**config.mk**
```make
export PLATFORM = sky130hd
export DESIGN_NAME = regfile_read_arbiter_flat
export DESIGN_NICKNAME = d
export VERILOG_FILES = /design/src/rtl/regfile_read_arbiter_if.sv /design/src/rtl/regfile_read_arbiter.sv /design/src/flat_wrapper.sv
export SDC_FILE = /design/constraint.sdc
export NUM_CORES = 1
export LEC_CHECK = 0
export ABC_AREA = 1
export BUFFER_PORTS_ARGS = -buffer_cell sky130_fd_sc_hd__buf_2
export CAP_MARGIN = 25
export CORE_AREA = 5 5 82 84
export CTS_BUF_LIST = sky130_fd_sc_hd__clkbuf_8
export DETAILED_ROUTE_END_ITERATION = 10
export DIE_AREA = 0 0 87 89
export HOLD_SLACK_MARGIN = 0.02
export PLACE_DENSITY = 0.82
export SYNTH_ARGS = -nofsm -noshare
export SYNTH_HDL_FRONTEND = slang
export SYNTH_SLANG_ARGS = --single-unit
```
**constraint.sdc**
```tcl
create_clock -name clk -period 5.4 [get_ports clk]
set_input_delay 0.54 -clock clk [delete_from_list [all_inputs] [get_ports clk]]
set_output_delay 0.54 -clock clk [all_outputs]
set_load 0.005 [all_outputs]
```
**src/rtl/regfile_read_arbiter_if.sv**
```systemverilog
// Read-port bundle between the requesters/register-file MUX and regfile_read_arbiter.
// The arbiter uses the slave modport. The environment uses the master modport.
interface regfile_read_arbiter_if #(
    parameter int NREQ = 4
);
    logic [NREQ-1:0]   req;
    logic [5*NREQ-1:0] addr;
    logic [NREQ-1:0]   lock;
    logic [NREQ-1:0]   gnt;
    logic [4:0]        S;
    logic [31:0]       P;
    logic [31:0]       rdata;
    logic [NREQ-1:0]   rvalid;
    logic              busy;

    modport master (
        output req, addr, lock, P,
        input  gnt, S, rdata, rvalid, busy
    );

    modport slave (
        input  req, addr, lock, P,
        output gnt, S, rdata, rvalid, busy
    );
endinterface

```
**src/rtl/regfile_read_arbiter.sv**
```systemverilog
// Round-robin arbiter for the register file's single read port. It supports a per-requester lock.
// Optional macro REGFILE_R0_ZERO_EN forces reads of register 0 to return zero.
module regfile_read_arbiter #(
    parameter int NREQ     = 4,
    parameter int MAX_LOCK = 8
) (
    input logic                  clk,
    input logic                  reset,
    regfile_read_arbiter_if.slave bus
);
    localparam int IDXW = (NREQ > 1) ? $clog2(NREQ) : 1;

    typedef enum logic {IDLE, GRANT} state_e;

    state_e          state_q, state_d;
    logic [IDXW-1:0] rr_ptr_q, rr_ptr_d;
    logic [IDXW-1:0] owner_q, owner_d;
    logic [7:0]      lock_cnt_q, lock_cnt_d;
    logic [NREQ-1:0] gnt_q, gnt_d;
    logic [NREQ-1:0] rvalid_q, rvalid_d;
    logic [4:0]      s_q, s_d;
    logic [31:0]     rdata_q, rdata_d;

    logic [4:0]      addr_a [NREQ];
    logic [IDXW-1:0] next_ptr;
    logic [IDXW-1:0] scan_ptr;
    logic [IDXW-1:0] win;
    logic            win_found;
    logic            other_req;
    logic            at_max;
    logic            keep;

    always_comb begin
        for (int i = 0; i < NREQ; i++) begin
            addr_a[i] = bus.addr[5*i +: 5];
        end
    end

    // The pointer after the current owner is also the re-scan start when the owner is released.
    always_comb begin
        int nxt;
        nxt      = int'(owner_q) + 1;
        if (nxt >= NREQ) nxt = 0;
        next_ptr = IDXW'(nxt);
        scan_ptr = (state_q == GRANT) ? next_ptr : rr_ptr_q;
    end

    always_comb begin : rr_scan
        int idx;
        win       = '0;
        win_found = 1'b0;
        idx       = 0;
        for (int i = 0; i < NREQ; i++) begin
            idx = int'(scan_ptr) + i;
            if (idx >= NREQ) idx = idx - NREQ;
            if (!win_found && bus.req[IDXW'(idx)]) begin
                win_found = 1'b1;
                win       = IDXW'(idx);
            end
        end
    end

    assign other_req = |(bus.req & ~gnt_q);
    assign at_max    = (lock_cnt_q == 8'(MAX_LOCK));
    assign keep      = bus.req[owner_q] & bus.lock[owner_q] & ~(other_req & at_max);

    // NOTE: each variable gets a default value at the top of the block. This keeps the block free of inferred latches.
    always_comb begin
        state_d    = state_q;
        rr_ptr_d   = rr_ptr_q;
        owner_d    = owner_q;
        lock_cnt_d = lock_cnt_q;
        gnt_d      = gnt_q;
        s_d        = s_q;
        rdata_d    = rdata_q;
        rvalid_d   = '0;

        unique case (state_q)
            IDLE: begin
                if (win_found) begin
                    gnt_d      = NREQ'(1) << win;
                    s_d        = addr_a[win];
                    owner_d    = win;
                    lock_cnt_d = 8'd1;
                    state_d    = GRANT;
                end
            end
            GRANT: begin
                // The read of register S issued in this cycle always completes.
`ifdef REGFILE_R0_ZERO_EN
                rdata_d  = (s_q == 5'd0) ? 32'h0 : bus.P;
`else
                rdata_d  = bus.P;
`endif
                rvalid_d = gnt_q;
                if (keep) begin
                    s_d = addr_a[owner_q];
                    if (!at_max) lock_cnt_d = lock_cnt_q + 8'd1;
                end else begin
                    rr_ptr_d = next_ptr;
                    if (win_found) begin
                        gnt_d      = NREQ'(1) << win;
                        s_d        = addr_a[win];
                        owner_d    = win;
                        lock_cnt_d = 8'd1;
                    end else begin
                        gnt_d   = '0;
                        state_d = IDLE;
                    end
                end
            end
            default: state_d = IDLE;
        endcase
    end

    // NOTE: sequential state uses non-blocking assignments only. This makes every register sample its old value at the edge.
    always_ff @(posedge clk or posedge reset) begin
        if (reset) begin
            state_q    <= IDLE;
            rr_ptr_q   <= '0;
            owner_q    <= '0;
            lock_cnt_q <= '0;
            gnt_q      <= '0;
            s_q        <= '0;
            rdata_q    <= '0;
            rvalid_q   <= '0;
        end else begin
            state_q    <= state_d;
            rr_ptr_q   <= rr_ptr_d;
            owner_q    <= owner_d;
            lock_cnt_q <= lock_cnt_d;
            gnt_q      <= gnt_d;
            s_q        <= s_d;
            rdata_q    <= rdata_d;
            rvalid_q   <= rvalid_d;
        end
    end

    assign bus.gnt    = gnt_q;
    assign bus.S      = s_q;
    assign bus.rdata  = rdata_q;
    assign bus.rvalid = rvalid_q;
    assign bus.busy   = (state_q == GRANT);
endmodule

```
**src/flat_wrapper.sv**
```systemverilog
// flat-port wrapper written by rule: the top's interface ports become plain ports
module regfile_read_arbiter_flat 
#(
    parameter int NREQ     = 4,
    parameter int MAX_LOCK = 8
)
  (clk, reset, bus_req, bus_addr, bus_lock, bus_P, bus_gnt, bus_S, bus_rdata, bus_rvalid, bus_busy);
  regfile_read_arbiter_if #(.NREQ(NREQ)) bus_i ();
  input logic clk;
  input logic reset;
  input wire logic [$bits(bus_i.req)-1:0] bus_req;
  input wire logic [$bits(bus_i.addr)-1:0] bus_addr;
  input wire logic [$bits(bus_i.lock)-1:0] bus_lock;
  input wire logic [$bits(bus_i.P)-1:0] bus_P;
  output wire logic [$bits(bus_i.gnt)-1:0] bus_gnt;
  output wire logic [$bits(bus_i.S)-1:0] bus_S;
  output wire logic [$bits(bus_i.rdata)-1:0] bus_rdata;
  output wire logic [$bits(bus_i.rvalid)-1:0] bus_rvalid;
  output wire logic [$bits(bus_i.busy)-1:0] bus_busy;
  assign bus_i.req = bus_req;
  assign bus_i.addr = bus_addr;
  assign bus_i.lock = bus_lock;
  assign bus_i.P = bus_P;
  assign bus_gnt = bus_i.gnt;
  assign bus_S = bus_i.S;
  assign bus_rdata = bus_i.rdata;
  assign bus_rvalid = bus_i.rvalid;
  assign bus_busy = bus_i.busy;
  regfile_read_arbiter #(.NREQ(NREQ), .MAX_LOCK(MAX_LOCK)) u_core (.clk(clk), .reset(reset), .bus(bus_i));
endmodule
```
# ---- After elaboration in Yosys (flattened, before gate mapping)
# Index checks and enable logic that the tools add are counted.
dict set report word_totals {
  wordCells 107
  regBits 58
  inputBits 62
  out_inout_bits 46
}
dict set report op_classes {
  n_reduce_logical 9
  magnitude_cmp 12
  n_bitwise 10
  shifts 1
  add_sub_neg 9
  n_eq_ne 4
  muxes 54
}
# operator n
set op_table {}
lappend op_table {{2-to-1 mux 5 bit} 6}
lappend op_table {{2-to-1 mux 2 bit} 12}
lappend op_table {{2-to-1 mux 8 bit} 3}
lappend op_table {{binary-select mux 5 bit (select 2 bit)} 2}
lappend op_table {{greater-or-equal comparator 3 bit (second input constant)} 6}
lappend op_table {{< comparator 2 x 4 -> 1 bit (second input constant)} 4}
lappend op_table {{2-to-1 mux 1 bit} 16}
lappend op_table {{2-to-1 mux 4 bit} 4}
lappend op_table {{one-hot mux 8 bit (2 select lines)} 1}
lappend op_table {{binary-select mux 1 bit (select 2 bit)} 6}
lappend op_table {{one-hot mux 5 bit (2 select lines)} 1}
lappend op_table {{adder 8 x 1 -> 8 bit (second input constant)} 1}
lappend op_table {{== test 8 x 4 -> 1 bit (second input constant)} 1}
lappend op_table {{one-hot mux 4 bit (2 select lines)} 1}
lappend op_table {{subtractor 2 x 1 -> 2 bit (second input constant)} 4}
lappend op_table {{adder 2 x 1 -> 3 bit (second input constant)} 2}
lappend op_table {{adder 2 x 2 -> 3 bit (second input constant)} 2}
lappend op_table {{NOT 2 -> 3 bit} 2}
lappend op_table {{bitwise AND 4 bit} 1}
lappend op_table {{NOT 4 bit} 1}
lappend op_table {{one-hot mux 2 bit (2 select lines)} 1}
lappend op_table {{AND reduction 2 bit} 2}
lappend op_table {{OR reduction 4 bit} 1}
lappend op_table {{<< shifter 1 x 2 -> 4 bit (first input constant)} 1}
lappend op_table {{10 further kinds} 18}

# ---- Longest topological paths before layout
# Gate-level depths: netlist of the first run.
dict set report logic_depth {
  depth_word 26
  depth_mapped 19
  depth_no_buf 19
}

# ---- Worst setup path before layout of the first run
# No wires, ideal clock.
dict set report synth_timing {
  kind {register to register}
  from {register u_core.owner_q[1]}
  to {register u_core.s_q[0] (netlist: u_core.bus.S[0])}
  setup_time_ns 0.121
  required_time_ns 5.279
  synth_period_minus_slack_ns 2.077
  n_path_buf 1
  setup_slack_ns 3.323
  t_arrival_ns 1.956
  path_stages_with_launch 18
  path_cell_list {dfrtp_1 -> ha_1 -> inv_1 -> nand2_1 -> nand2_2 -> nand3_2 -> nand2_2 -> nand2_2 -> nand2_2 -> and2_1 -> nand2_2 -> nand2_2 -> nand2_2 -> buf_6 -> nand3_1 -> nand3_1 -> o21bai_1 -> nand2_1}
}
dict set report synth_via {
  elab_chain_len 26
  word_cells_on_any_way 62
  classes_between {add/sub: 8; order compare: 5; mux: 39; bitwise: 4; reduce/logical: 6}
}
# item line_no
set synth_rtl {}
lappend synth_rtl {{start, declared} regfile_read_arbiter.sv:17} ;# logic [IDXW-1:0] owner_q, owner_d;
lappend synth_rtl {{start signal, assigned} regfile_read_arbiter.sv:130} ;# owner_q <= owner_d;
lappend synth_rtl {{adder 2 x 1 -> 3 bit *} regfile_read_arbiter.sv:42} ;# nxt = int'(owner_q) + 1;
lappend synth_rtl {{greater-or-equal comparator 3 bit} regfile_read_arbiter.sv:43} ;# if (nxt >= NREQ) nxt = 0;
lappend synth_rtl {{2-to-1 mux 2 bit *} regfile_read_arbiter.sv:43}
lappend synth_rtl {{named net u_core.next_ptr[1]} regfile_read_arbiter.sv:25} ;# logic [IDXW-1:0] next_ptr;
lappend synth_rtl {{2-to-1 mux 2 bit *} regfile_read_arbiter.sv:45} ;# scan_ptr = (state_q == GRANT) ? next_ptr : rr_ptr_q;
lappend synth_rtl {{parallel branches: the longest is 19 deep, another holds adder 2 x 1 -> 3 bit} -}
lappend synth_rtl {{2-to-1 mux 5 bit *} {regfile_read_arbiter.sv:80, regfile_read_arbiter.sv:101}}
lappend synth_rtl {{2-to-1 mux 5 bit} regfile_read_arbiter.sv:96} ;# if (keep) begin
lappend synth_rtl {{one-hot mux 5 bit (2 select lines) *} regfile_read_arbiter.sv:78} ;# unique case (state_q)
lappend synth_rtl {{named net u_core.s_d[0]} regfile_read_arbiter.sv:21} ;# logic [4:0] s_q, s_d;
lappend synth_rtl {{end signal, assigned} regfile_read_arbiter.sv:124} ;# s_q <= '0;
lappend synth_rtl {{end signal, assigned} regfile_read_arbiter.sv:133} ;# s_q <= s_d;
lappend synth_rtl {{end, declared} regfile_read_arbiter.sv:21}
# Mark *: on every way through the listed nets, which the timed path passes. The select of a mux whose other input is x is not followed.
# A chain may end at the register's enable or synchronous reset.

# ---- Worst setup path after layout of the first run
dict set report layout_timing {
  from {register u_core.owner_q[0]}
  to {register u_core.s_q[3] (netlist: u_core.bus.S[3])}
}
dict set report layout_via {
  elab_chain_len 26
  word_cells_on_any_way 62
  classes_between {add/sub: 8; order compare: 5; mux: 39; bitwise: 4; reduce/logical: 6}
}
# item line_no
set layout_rtl {}
lappend layout_rtl {{parallel branches: the longest is 25 deep, another holds adder 2 x 1 -> 3 bit} -}
lappend layout_rtl {{one-hot mux 5 bit (2 select lines) *} regfile_read_arbiter.sv:78}
lappend layout_rtl {{named net u_core.s_d[3]} regfile_read_arbiter.sv:21}
# Marked as above.

==> results by group, run 1 <==
Status
  – Outcome: completed

Floorplanning
  – Die width: 87 um
  – Initial Utilization: 55.1%
  – I/O pin cnt: 108
  – Die height: 89 um
  – Die outline area: 7740 um^2
  – Num rows: 28
  – Core area: 5850 um^2

STA
  – Max-slew headroom: 53.5%
  – Slew Limit Fails: 0
  – RSZ-0062 raised after global routing: false
  – Count of final hold-check violations: 0
  – Final setup margin: 2120 ps
  – Worst-Margin Slew: 697 ps
  – Final period utilization: 60.8%
  – Finish-stage setup viols: 0
  – Max Freq: 0.305 GHz
  – Layout Skew: 6.13 ps
  – Post-layout min period: 3280 ps
  – Total negative setup slack: 0 ps

Final layout
  – Synth-to-layout area growth: 23.0%
  – Antenna Diode Count: 0
  – Nets: 595
  – Layout cells sized above 1: 28.0%
  – Design area: 3970 um^2

Synthesis
  – Xor-xnor portion of the synthesized cell area: 1.36%
  – Post-synthesis mux area share: 0%
  – Synthesized cell area: 3220 um^2
  – Largest family of logic cells by synthesized area: simple AND/OR/NAND/NOR gates
  – Post-Syn Instances: 427
  – Post-Synth Simple-Gate Area: 35.7%
  – Synthesized area per cell: 7.55 um^2
  – Yosys warnings: 0
  – Syn nets: 492
  – Synthesized flop and latch total: 58
  – Seq/Total Area, Yosys: 45.0%
  – Synth unique cells: 34
  – Complex-gate fraction of the synthesized area: 8.97%
  – Post-Synth Adder-Cell Area: 1.16%

Routing
  – Total Wirelength: 8140 um
  – Antenna-violating nets left: 0
  – Starting DRC count in detailed routing: 367
  – Via count: 3,174
  – Average wire per standard cell: 13.3 um
  – DRC: 0
  – Drt pass-1 iters: 5
  – DR vias/cell: 5.20

Clock network
  – Post-CTS Setup Inserts: 0
  – # hold bufs at CTS: 0
  – CTS Buffer Depth: 2
  – Cts bufs inserted: 9
  – CTS tree: done
  – Root Buffer: clkbuf_8
  – Clk sink count: 58
  – CTS clk-pin slew, worst paths: 70 ps
  – H-tree Lvls: 3
  – Clock Latency Late Sink: 330 ps
  – Post-CTS sizing: 0

Setup path
  – Worst R2R End: u_core.bus.S[3]
  – Critical path type: reg2reg
  – Crit Path Max Fanout: 19
  – CP most frequent cell: nand3_1
  – Worst setup EP type: flip-flop
  – Crit path DAT: 3500 ps
  – CP delay by family, top: simple AND/OR/NAND/NOR gates
  – Reg-to-Reg Start: u_core.owner_q[0]
  – Crit-path cells: ha_1 > nor2_4 > nand2_2 > nand2_4 > nand2_1 > nand3_1 > nand2_2 > nand4_1 > inv_1 > nor2_4 > nand3_1 > nand3_1 > o21bai_1 > nand2_1
  – R2R cell count: 14
  – Critical path launch point type: flip-flop
  – CP Buf/Inv Count: 1
  – Slowest CP cell: dfrtp_1
  – Critical Path RT: 5610 ps
  – Crit-path max cell delay: 790 ps
  – Reg-to-reg slack, setup: 2120 ps

Global route
  – Initial antenna violation count: 0
  – First-pass GRT wire length: 13,400 um
  – All-layer global routing usage: 22.1%
  – Largest net degree at the start of global routing: 59
  – Vias in the first global route: 3,005
  – Total gr overflow: 0

Placement
  – Placer congestion estimate: 0.899
  – Dpl hpwl: 5990 um
  – Port bufs: 107
  – Placed cell areas: 3750 um^2
  – Pre-CTS setup slack: 2210 ps

Pwr
  – Leakage: 2.22 nW
  – Peak VDD IR: 0.000490 V
  – P per Cell Area: 756 nW/um^2

Hold path
  – Hold Crit Class: in2async

Flow run
  – Maxcap violations: 0
-- per-stage QoR --
stage / std cells / power, mW / hold slack (ps) / util, %
CTS: 610 / 3.00 / 397 / 67.8
global placement: 594 / 2.50 / 449 / 64.0
finish: 610 / 3.00 / 401 / 67.8
detailed placement: 594 / 2.56 / 453 / 64.0
floorplan: 427 / 2.18 / 465 / -
global route: 610 / 3.29 / 402 / 67.8
-- cell families after synthesis --
logic type / count (synthesis)
AO/OA/AOI/OAI: 49
XOR/XNOR: 5
flip-flops: 58
adder cells (fa/ha/maj): 3
AND/OR/NAND/NOR: 262
buffers and inverters: 50
-- flip-flops by register name (all words and copies together), names as in the netlist --
register           count
u_core.bus.gnt         4
u_core.bus.rdata      32
u_core.lock_cnt_q      8
u_core.bus.S           5
u_core.bus.rvalid      4
u_core.bus.busy        1
u_core.owner_q         2
u_core.rr_ptr_q        2
-- routing by layer --
metal  GRT usage, %  part of all wire (%)
met5              0                     0
met4           8.92                   1.7
met3           4.88                   7.5
met2           36.9                    49
met1           27.9                    41
-- worst max-delay path by stage --
stage                     slack (ps)         endpoint         startpoint  cells past startpoint
final                           2120  u_core.bus.S[3]  u_core.owner_q[0]                     14
after global routing            1880  u_core.bus.S[3]  u_core.owner_q[0]                     14
after CTS                       2170  u_core.bus.S[3]  u_core.owner_q[0]                     14
after detailed placement        2210  u_core.bus.S[3]  u_core.owner_q[0]                     14
after global placement          2440  u_core.bus.S[3]  u_core.owner_q[0]                     14
after floorplan                 3320  u_core.bus.S[0]  u_core.owner_q[1]                     17
-- cell type report --
cell class              instances  area, um^2
clock buffers                  10         138
clock inverters                 6        81.3
fillers                       490        1890
inverters                      33         129
multi-input cells             319        1520
flip-flops and latches         58        1450
well taps                      75        93.8
repair buffers                109         551
-- report_power, final --
group	internal (mW)	total, mW	switching [mW]	leakage, nW
combinational	0.620	1.82	1.20	1.40
clock	0.269	0.435	0.166	0.113
sequential	0.613	0.743	0.130	0.705
total	1.50	3.00	1.50	2.22
-- cells in the mapped netlist --
library cell,count,share of area (%)
xnor2_1,1,0.27
buf_4,1,0.23
nand3b_1,1,0.23
clkbuf_1,7,0.82
o22ai_1,8,1.6
nand2_2,15,2.9
nand3_1,42,6.5
a21oi_4,1,0.50
o31ai_1,4,0.93
buf_1,1,0.12
nand4_1,4,0.78
o21ai_0,22,3.4
a21oi_1,6,0.93
buf_2,1,0.16
inv_6,1,0.27
a22o_1,1,0.27
nand2_1,173,20
xor2_1,4,1.1
o21ai_1,4,0.62
dfrtp_1,58,45
inv_1,32,3.7
nor2_1,13,1.5
nor4_1,1,0.19
buf_6,7,2.4
or2_1,2,0.39
and2_1,1,0.19
o32ai_1,1,0.27
nand2_4,2,0.70
nor2_2,1,0.19
ha_1,3,1.2
nor2_4,2,0.70
nand3_2,3,0.93
o21bai_1,2,0.47
nor3_1,2,0.31
-- worst reg2reg max path, cell delays in order, from the launching register on --
cell      delay [ps]
dfrtp_1          790
ha_1             370
nor2_4            50
nand2_2          220
nand2_4          130
nand2_1          130
nand3_1          100
nand2_2          110
nand4_1          410
inv_1            380
nor2_4           110
nand3_1           90
nand3_1           80
o21bai_1         140
nand2_1           60
-- layout by cell type (no fill, tap or decap), types with 4 or more instances in the layout --
| cell type | synthesis | routed |
|---|---|---|
| a21oi_1 | 6 | 6 |
| buf_2 | 1 | 107 |
| clkbuf_8 | 0 | 10 |
| dfrtp_1 | 58 | 58 |
| inv_1 | 32 | 32 |
| nand2_1 | 173 | 173 |
| nand2_2 | 15 | 15 |
| nand3_1 | 42 | 42 |
| nand4_1 | 4 | 4 |
| nor2_1 | 13 | 13 |
| o21ai_0 | 22 | 22 |
| o21ai_1 | 4 | 4 |
| o22ai_1 | 8 | 8 |
| o31ai_1 | 4 | 4 |
| xor2_1 | 4 | 4 |
No activity file was read; power rests on OpenSTA's default activity.
==> inputs of run 2 (changes only) <==
--- a/config.mk
+++ b/config.mk
@@ -8,12 +8,12 @@
 export ABC_AREA = 1
 export BUFFER_PORTS_ARGS = -buffer_cell sky130_fd_sc_hd__buf_2
 export CAP_MARGIN = 25
-export CORE_AREA = 5 5 82 84
+export CORE_AREA = 5 5 89 91
 export CTS_BUF_LIST = sky130_fd_sc_hd__clkbuf_8
 export DETAILED_ROUTE_END_ITERATION = 10
-export DIE_AREA = 0 0 87 89
+export DIE_AREA = 0 0 94 96
 export HOLD_SLACK_MARGIN = 0.02
-export PLACE_DENSITY = 0.82
+export PLACE_DENSITY = 0.73
 export SYNTH_ARGS = -nofsm -noshare
 export SYNTH_HDL_FRONTEND = slang
 export SYNTH_SLANG_ARGS = --single-unit
==> constraint.sdc (replaced) <==
create_clock -name clk -period 2.9 [get_ports clk]
set_input_delay 0.29 -clock clk [delete_from_list [all_inputs] [get_ports clk]]
set_output_delay 0.29 -clock clk [all_outputs]
set_load 0.005 [all_outputs]
==> run 2 against run 1 <==
Compared with the run above:
- cell area grew 0.60%
- global-route usage shrank 2.4 points
- utilization decreased by 11 points
- critical endpoint is now u_core.bus.S[0]
==> results by group, run 2 (synthesis results as in run 1) <==
Status
  – Outcome: completed

Placement
  – Port bufs: 107
  – Dpl hpwl: 6390 um
  – Placed Cells: 620
  – Pre-CTS setup slack: 357 ps
  – Placer congestion estimate: 0.992
  – Placed cell areas: 3790 um^2

Final layout
  – Design area: 3990 um^2
  – Antenna Diode Count: 0
  – Most common cell after layout, fill and taps aside: nand2_1
  – Nets: 597
  – Fill count: 710
  – Synth-to-layout area growth: 23.8%
  – Layout Cells excl Fill: 636
  – Utilization after layout: 56.5%
  – Layout cells sized above 1: 27.9%
  – Commonest non-fill, non-tap cells in the layout: 173 x nand2_1, 107 x buf_2, 58 x dfrtp_1, 42 x nand3_1, 34 x inv_1
  – Max FFs per register: 32

Setup path
  – Worst setup EP type: flip-flop
  – Crit path DAT: 2790 ps
  – Critical Path RT: 3110 ps
  – Reg-to-Reg Start: u_core.owner_q[1]
  – Worst R2R End: u_core.bus.S[0]
  – Crit-path max cell delay: 480 ps
  – Crit path from: u_core.owner_q[1]
  – Slowest CP cell: dfrtp_1
  – Reg-to-reg slack, setup: 320 ps
  – Critical path type: reg2reg
  – Critical path launch point type: flip-flop
  – CP most frequent cell: nand2_2
  – Crit Path Max Fanout: 14
  – R2R cell count: 15
  – Crit-path cells: ha_1 > nor2_4 > nand2_2 > nand2_4 > nand2_1 > nand2_2 > nand2_2 > nand2_2 > nand2_2 > nand3_1 > nand3_2 > nand3_1 > nand3_1 > o21bai_1 > nand2_1

Floorplanning
  – Die outline area: 9020 um^2
  – Num rows: 31
  – Initial Utilization: 45.7%
  – Die width: 94 um
  – I/O pin cnt: 108
  – Die height: 96 um
  – Core area: 7060 um^2

Clock network
  – H-tree Lvls: 3
  – CTS clk-pin slew, worst paths: 60 ps
  – CTS Buffer Depth: 2
  – Clock Latency Late Sink: 320 ps
  – Root Buffer: clkbuf_8
  – Cts bufs inserted: 9
  – CTS tree: done
  – # hold bufs at CTS: 0
  – Post-CTS Setup Inserts: 0
  – Clk sink count: 58
  – Post-CTS sizing: 0

Pwr
  – Peak VDD IR: 0.000653 V
  – Overall power: 5.56 mW
  – Leakage: 2.23 nW
  – P per Cell Area: 1390 nW/um^2

STA
  – Worst-Margin Slew: 715 ps
  – Finish-stage setup viols: 0
  – Max Freq: 0.387 GHz
  – RSZ-0062 raised after global routing: false
  – Slew Limit Fails: 0
  – Total negative setup slack: 0 ps
  – Count of final hold-check violations: 0
  – Layout Skew: 8.53 ps
  – Final period utilization: 89.0%
  – Hold slack final: 170 ps
  – Final setup margin: 319 ps
  – Max-slew headroom: 52.3%
  – Post-layout min period: 2580 ps

Global route
  – Largest net degree at the start of global routing: 59
  – All-layer global routing usage: 19.7%
  – Initial antenna violation count: 0
  – Vias in the first global route: 3,154
  – First-pass GRT wire length: 14,200 um
  – Total gr overflow: 0

Routing
  – DRC: 0
  – Antenna-violating nets left: 0
  – Average wire per standard cell: 13.5 um
  – Via count: 3,212
  – Total Wirelength: 8610 um
  – DR vias/cell: 5.05
  – Drt pass-1 iters: 6
  – Starting DRC count in detailed routing: 254

Hold path
  – Hold Crit Class: in2async

Flow run
  – Maxcap violations: 0
[run 2: per-layer routing]
metal / GRT usage, % / vias up / share of wire [%]
li1: - / 1580 / -
met1: 25.3 / 1442 / 42
met2: 32.3 / 166 / 48
met3: 3.83 / 24 / 7.9
met4: 8.90 / 0 / 2.3
met5: 0 / - / 0
[run 2: final cells by class]
class | count | area, um^2 | share of cell area [%]
Clock inverter | 5 | 46.3 | 1.16
Clock buffer | 11 | 151 | 3.80
Multi-Input combinational cell | 319 | 1520 | 38.1
Sequential cell | 58 | 1450 | 36.4
Timing Repair Buffer | 111 | 566 | 14.2
Inverter | 33 | 129 | 3.23
Tap cell | 99 | 124 | 3.11
[run 2: power breakdown]
part | leakage, nW | internal (mW) | total [mW] | switching (mW)
sequential | 0.705 | 1.14 | 1.37 | 0.228
clock | 0.113 | 0.433 | 0.723 | 0.290
combinational | 1.41 | 1.17 | 3.46 | 2.29
[run 2: worst max-delay path, delay by kind of cell (launching register included)]
| family | cells | cell delay, ps |
|---|---|---|
| adder cells (fa/ha/maj) | 1 | 290 |
| flip-flops | 1 | 480 |
| AND/OR/NAND/NOR | 13 | 1570 |
| AO/OA/AOI/OAI | 1 | 120 |
[run 2: worst max path at each step]
stage	end	slack (ps)	cells past startpoint
2_1_floorplan	u_core.bus.S[0]	820	17
3_3_place_gp	u_core.bus.S[3]	460	15
3_5_place_dp	u_core.bus.S[2]	360	17
4_1_cts	u_core.bus.S[3]	360	15
5_1_grt	u_core.bus.S[3]	140	13
6_report	u_core.bus.S[0]	320	15
